==> src/rtl/context_switch_unit_if.sv <==
// Bundle between the interrupt/quantum controller, the process manager and the
// context switch unit; master drives the requests, slave is the switch unit.
interface context_switch_unit_if #(
  parameter int PID_W = 3,
  parameter int PC_W  = 32
);
  localparam int NPROC = 1 << PID_W;

  logic             savePC;
  logic             CSe;
  logic [PC_W-1:0]  pc_current;
  logic             create_en;
  logic [PID_W-1:0] create_pid;
  logic [PC_W-1:0]  create_pc;
  logic             kill_en;
  logic [PID_W-1:0] kill_pid;
  logic [PC_W-1:0]  next_pc;
  logic             pc_load;
  logic [PID_W-1:0] cur_pid;
  logic             busy;
  logic [NPROC-1:0] valid_mask;

  modport master (
    output savePC, CSe, pc_current, create_en, create_pid, create_pc, kill_en, kill_pid,
    input  next_pc, pc_load, cur_pid, busy, valid_mask
  );
  modport slave (
    input  savePC, CSe, pc_current, create_en, create_pid, create_pc, kill_en, kill_pid,
    output next_pc, pc_load, cur_pid, busy, valid_mask
  );
endinterface

==> src/rtl/context_switch_unit.sv <==
// Saved-PC table plus round-robin scheduler: on CSe, probes one pid per clock
// after cur_pid and hands the winner's PC to the PC mux with a one-cycle pulse.
module context_switch_unit #(
  parameter int              PID_W     = 3,
  parameter int              PC_W      = 32,
  parameter logic [PC_W-1:0] KERNEL_PC = '0
) (
  input logic                  clock,
  input logic                  reset,
  context_switch_unit_if.slave bus
);
  localparam int NPROC = 1 << PID_W;
  localparam logic [PID_W:0] K_LAST = (PID_W+1)'(NPROC);

  typedef enum logic [1:0] {IDLE, SCAN, LOAD} state_e;

  state_e                      state_q, state_d;
  logic [PID_W:0]              k_q, k_d;
  logic [PID_W-1:0]            cur_pid_q, cur_pid_d;
  logic [PC_W-1:0]             next_pc_q, next_pc_d;
  logic                        pc_load_q, pc_load_d;
  logic [NPROC-1:0]            valid_q, valid_d;
  logic [NPROC-1:0][PC_W-1:0]  table_q, table_d;

  logic [PID_W-1:0] probe, sel;
  logic             hit;

  // k wraps the low bits, so k==NPROC probes cur_pid itself as the last candidate
  assign probe = cur_pid_q + k_q[PID_W-1:0];
  assign hit   = (probe != '0) && valid_q[probe];
  assign sel   = hit ? probe : '0;

  always_comb begin
    state_d   = state_q;
    k_d       = k_q;
    cur_pid_d = cur_pid_q;
    next_pc_d = next_pc_q;
    pc_load_d = 1'b0;
    valid_d   = valid_q;
    table_d   = table_q;

    // order matters: save < create for the PC, create < kill for the valid bit
    if (state_q == IDLE && bus.savePC && cur_pid_q != '0)
      table_d[cur_pid_q] = bus.pc_current;
    if (bus.create_en && bus.create_pid != '0) begin
      valid_d[bus.create_pid] = 1'b1;
      table_d[bus.create_pid] = bus.create_pc;
    end
    if (bus.kill_en && bus.kill_pid != '0)
      valid_d[bus.kill_pid] = 1'b0;

    unique case (state_q)
      IDLE: if (bus.CSe) begin
        state_d = SCAN;
        k_d     = (PID_W+1)'(1);
      end
      SCAN: begin
        if (hit || k_q == K_LAST) begin
          state_d   = LOAD;
          cur_pid_d = sel;
          next_pc_d = (sel == '0) ? KERNEL_PC : table_q[sel];
          pc_load_d = 1'b1;
        end else begin
          k_d = k_q + 1'b1;
        end
      end
      LOAD: state_d = IDLE;
      default: state_d = IDLE;
    endcase
  end

  always_ff @(posedge clock) begin
    if (reset) begin
      state_q   <= IDLE;
      k_q       <= '0;
      cur_pid_q <= '0;
      next_pc_q <= '0;
      pc_load_q <= 1'b0;
      valid_q   <= '0;
      table_q   <= '0;
    end else begin
      state_q   <= state_d;
      k_q       <= k_d;
      cur_pid_q <= cur_pid_d;
      next_pc_q <= next_pc_d;
      pc_load_q <= pc_load_d;
      valid_q   <= valid_d;
      table_q   <= table_d;
    end
  end

  assign bus.next_pc    = next_pc_q;
  assign bus.pc_load    = pc_load_q;
  assign bus.cur_pid    = cur_pid_q;
  assign bus.busy       = (state_q != IDLE);
  assign bus.valid_mask = valid_q;
endmodule

==> src/flat_wrapper.sv <==
// flat-port wrapper written by rule: the top's interface ports become plain ports
module context_switch_unit_flat 
#(
  parameter int              PID_W     = 3,
  parameter int              PC_W      = 32,
  parameter logic [PC_W-1:0] KERNEL_PC = '0
)
  (clock, reset, bus_savePC, bus_CSe, bus_pc_current, bus_create_en, bus_create_pid, bus_create_pc, bus_kill_en, bus_kill_pid, bus_next_pc, bus_pc_load, bus_cur_pid, bus_busy, bus_valid_mask);
  context_switch_unit_if #(.PID_W(PID_W), .PC_W(PC_W)) bus_i ();
  input logic clock;
  input logic reset;
  input wire logic [$bits(bus_i.savePC)-1:0] bus_savePC;
  input wire logic [$bits(bus_i.CSe)-1:0] bus_CSe;
  input wire logic [$bits(bus_i.pc_current)-1:0] bus_pc_current;
  input wire logic [$bits(bus_i.create_en)-1:0] bus_create_en;
  input wire logic [$bits(bus_i.create_pid)-1:0] bus_create_pid;
  input wire logic [$bits(bus_i.create_pc)-1:0] bus_create_pc;
  input wire logic [$bits(bus_i.kill_en)-1:0] bus_kill_en;
  input wire logic [$bits(bus_i.kill_pid)-1:0] bus_kill_pid;
  output wire logic [$bits(bus_i.next_pc)-1:0] bus_next_pc;
  output wire logic [$bits(bus_i.pc_load)-1:0] bus_pc_load;
  output wire logic [$bits(bus_i.cur_pid)-1:0] bus_cur_pid;
  output wire logic [$bits(bus_i.busy)-1:0] bus_busy;
  output wire logic [$bits(bus_i.valid_mask)-1:0] bus_valid_mask;
  assign bus_i.savePC = bus_savePC;
  assign bus_i.CSe = bus_CSe;
  assign bus_i.pc_current = bus_pc_current;
  assign bus_i.create_en = bus_create_en;
  assign bus_i.create_pid = bus_create_pid;
  assign bus_i.create_pc = bus_create_pc;
  assign bus_i.kill_en = bus_kill_en;
  assign bus_i.kill_pid = bus_kill_pid;
  assign bus_next_pc = bus_i.next_pc;
  assign bus_pc_load = bus_i.pc_load;
  assign bus_cur_pid = bus_i.cur_pid;
  assign bus_busy = bus_i.busy;
  assign bus_valid_mask = bus_i.valid_mask;
  context_switch_unit #(.PID_W(PID_W), .PC_W(PC_W), .KERNEL_PC(KERNEL_PC)) u_core (.clock(clock), .reset(reset), .bus(bus_i));
endmodule
==> config.mk <==
export PLATFORM = sky130hd
export DESIGN_NAME = context_switch_unit_flat
export DESIGN_NICKNAME = d
export VERILOG_FILES = /design/src/rtl/context_switch_unit_if.sv /design/src/rtl/context_switch_unit.sv /design/src/flat_wrapper.sv
export SDC_FILE = /design/constraint.sdc
export NUM_CORES = 1
export LEC_CHECK = 0
export BUFFER_PORTS_ARGS = -buffer_cell sky130_fd_sc_hd__buf_2
export CAP_MARGIN = 20
export CORE_MARGIN = 3
export CORE_UTILIZATION = 50
export DETAILED_ROUTE_END_ITERATION = 6
export PLACE_DENSITY = 0.68
export SYNTH_ARGS = -nofsm -noshare
export SYNTH_HDL_FRONTEND = slang
export SYNTH_SLANG_ARGS = --single-unit
==> constraint.sdc <==
create_clock -name clock -period 4.23 [get_ports clock]
set_input_delay 0.2115 -clock clock [delete_from_list [all_inputs] [get_ports clock]]
set_output_delay 0.2115 -clock clock [all_outputs]
set_load 0.02 [all_outputs]
==> flow_summary.toml <==
[power]
swShare_pct = 24.21
p_leak_nw = 6.929
seqPwrFrac_pct = 45.6
p_total_mw = 5.942
internal_power_mw = 4.503
power_frac_clock_pct = 46.1
p_per_area_mw_per_mm2 = 373.9
switching_power_mw = 1.439
power_frac_comb_pct = 8.2
peakVddDrop_mv = 0.2957

[grt]
grt_pass1_vias = 11210
antenna_found_initial = 1
grt_use_met2_pct = 42.93
use_met1_pct = 36.83
grt_max_degree = 153
use_met3_pct = 3.841
grt-ovfl-total = 0
grt_usage_pct = 26.30
busiest_layer = "met2"
grt_pass1_wl_um = 62540

[die]
dieArea_mm2 = 0.02963
die_w_um = 172.1
die_y_um = 172.1
initial_utilization_pct = 51.06
ios = 121
std_cell_rows = 60
coreArea_mm2 = 0.02703

[worst_setup_path]
crit-reg2reg-launch = "u_core.k_q[0]"
r2r_slack_ns = 0.81
r2r-end = "u_core.bus.next_pc[6]"
setup.worst_path.start_class = "register"
critPathMaxFanout = 24
cp-end-kind = "register"
crit_type = "reg -> reg"
crit_path_end = "u_core.bus.next_pc[6]"
worst_ep_required_time_ns = 4.69
r2r_cells = 9
worstPathArrival_ns = 3.89
startpoint = "u_core.k_q[0]"

[clock_network]
clk_pin_slew_worst_paths_ns = 0.06
cts_max_path_buffers = 3
clk_latency_ns = 0.57
cts_made_buffers = 31
cts_resized = 0
clockRootBuffer = "clkbuf_16"
cts_tree = "done"
clkSinkCount = 274
h-tree-depth = 1

[timing]
setup_slack_ns = 0.8062
finClkSkew_ns = 0.01483
holdWs_ns = 0.01269
tightest_slew_ns = 1.159
period_minus_slack_ns = 3.424
finalCritPeriodShare_pct = 80.94
grt_setup_unrepaired = "no"
clock.fmax_mhz = 292.1
drv_slew = 0
finalSetupTns_ns = 0
final-hold-violation-count = 0
max_slew_margin_pct = 22.72
finalSetupViolCount = 0

[synth]
syn-num-nets = 1528
synth_area_per_cell_um2 = 9.531
synthCells = 1448
syn_area_mm2 = 0.01380
yosysWarnings = 0
ys.flop_type = "dfxtp_1"
synth_edf_count = 0
seq_area_frac_synth_pct = 39.75
ys_ff_latch = 274
synth-async-reset-ratio_pct = 0
synth_cell_types = 50

[finish]
layout.nets = 1606
drive_gt1_share_pct = 17.51
layout_common_cells = "320 x mux2i_1, 275 x nor2_1, 274 x dfxtp_1"
layout.cells.most_common = "mux2i_1"
area_delta_synth_final_pct = 15.15
n_fill_cell = 2326
antenna_cells = 0

[route]
first_iter_violations = 818
num_vias = 11540
drc = 0
wl_um = 39630
viasPerCell = 6.110
ant_nets = 0
drt_first_pass_iters = 5
wl_per_cell_um = 20.98

[job]
cap_violations = 0

[placed_design]
place_ws_ns = 0.8076
portBuffers = 120
gp_congestion = 0.8166
dp_hpwl_um = 22620

[min_path]
min_path_type = "in -> reg"

[run_status]
outcome = "finished, final reports clean"
## cell type report
class / instances / area [µm²] / share of cell area [%]
multi-input combinational: 1032 / 7725 / 48.61
sequential: 274 / 5485 / 34.52
timing repair buffer: 180 / 1196 / 7.527
clock buffer: 42 / 857.1 / 5.393
tap: 341 / 426.7 / 2.685
clock inverter: 13 / 175.2 / 1.102
inverter: 7 / 26.28 / 0.1653
## synthesized netlist by cell type, types with 5 or more instances
master,count,area [µm²]
a211oi_1,226,1697
a21oi_1,18,90.09
a21oi_2,20,175.2
a31oi_1,5,31.28
buf_1,8,30.03
buf_2,23,115.1
buf_4,6,45.04
buf_6,9,101.4
clkbuf_1,88,330.3
dfxtp_1,274,5485
inv_1,7,26.28
mux2i_1,320,3203
nand2_1,42,157.7
nand3_1,7,35.03
nor2_1,276,1036
nor2b_1,9,56.30
o221ai_2,30,450.4
o2bb2ai_1,31,271.5
## how the worst min path moves through the flow
stage,startpoint,endpoint,slack (ns),cells past startpoint
after floorplan,bus_kill_pid[1],u_core.bus.valid_mask[2],0.32,1
after detailed placement,u_core.bus.valid_mask[0],u_core.bus.valid_mask[0],0.45,1
after global placement,u_core.bus.valid_mask[0],u_core.bus.valid_mask[0],0.45,1
final,bus_create_pc[11],u_core.table_q[235],0.01,3
after global routing,bus_create_pc[11],u_core.table_q[203],0.02,3
after CTS,bus_create_pc[11],u_core.table_q[203],0.001,3
## repair_timing
| item | 4_1_cts | 5_1_grt |
|---|---|---|
| hold buffers | 34 | 0 |
| endpoints found under the hold margin | 159 | 0 |
| setup buffers | 0 | 0 |
## flip-flops by register name, summed over array words and instances (netlist names)
signal,cells
u_core.bus.pc_load,1
u_core.k_q,4
u_core.bus.cur_pid,3
u_core.bus.next_pc,32
u_core.bus.valid_mask,8
u_core.state_q,2
u_core.table_q,224
## power by group through the flow
stage	registers, mW	logic (mW)	clock network (mW)
after floorplan	2.75	0.289	0
after global placement	2.76	0.454	0
after detailed placement	2.76	0.460	0
after CTS	2.71	0.486	2.77
after global routing	2.72	0.534	2.88
final	2.71	0.490	2.74
## logic make-up after synthesis
family / share of synthesized area, %
multiplexers: 23.62
flip-flops: 39.75
AND/OR/NAND/NOR: 10.11
adder cells (fa/ha/maj): 0.4171
buffers and inverters: 4.733
AO/OA/AOI/OAI: 21.05
XOR/XNOR: 0.3264
## stage by stage
stage	cell area (µm²)	util [%]	cells
after floorplan	13800	-	1448
after global placement	14520	53.72	1800
after detailed placement	14520	53.72	1800
after CTS	15890	58.80	1889
after global routing	15890	58.80	1889
final	15890	58.80	1889
## routing by layer
layer	up-vias	routed length (µm)
met2	352	18370
met3	49	2345
met4	2	679
met5	-	7
li1	5516	-
met1	5623	18230
## worst max-delay path, stage by stage (launching register included)
cell      delay [ns]
dfxtp_1         0.37
ha_4            0.18
fa_1            0.72
mux4_2          0.61
nand2_4         0.30
o211ai_4        0.18
nand2_2         0.39
buf_12          0.29
a21oi_1         0.11
o221ai_2        0.16
No activity file was read; power rests on OpenSTA's default activity.
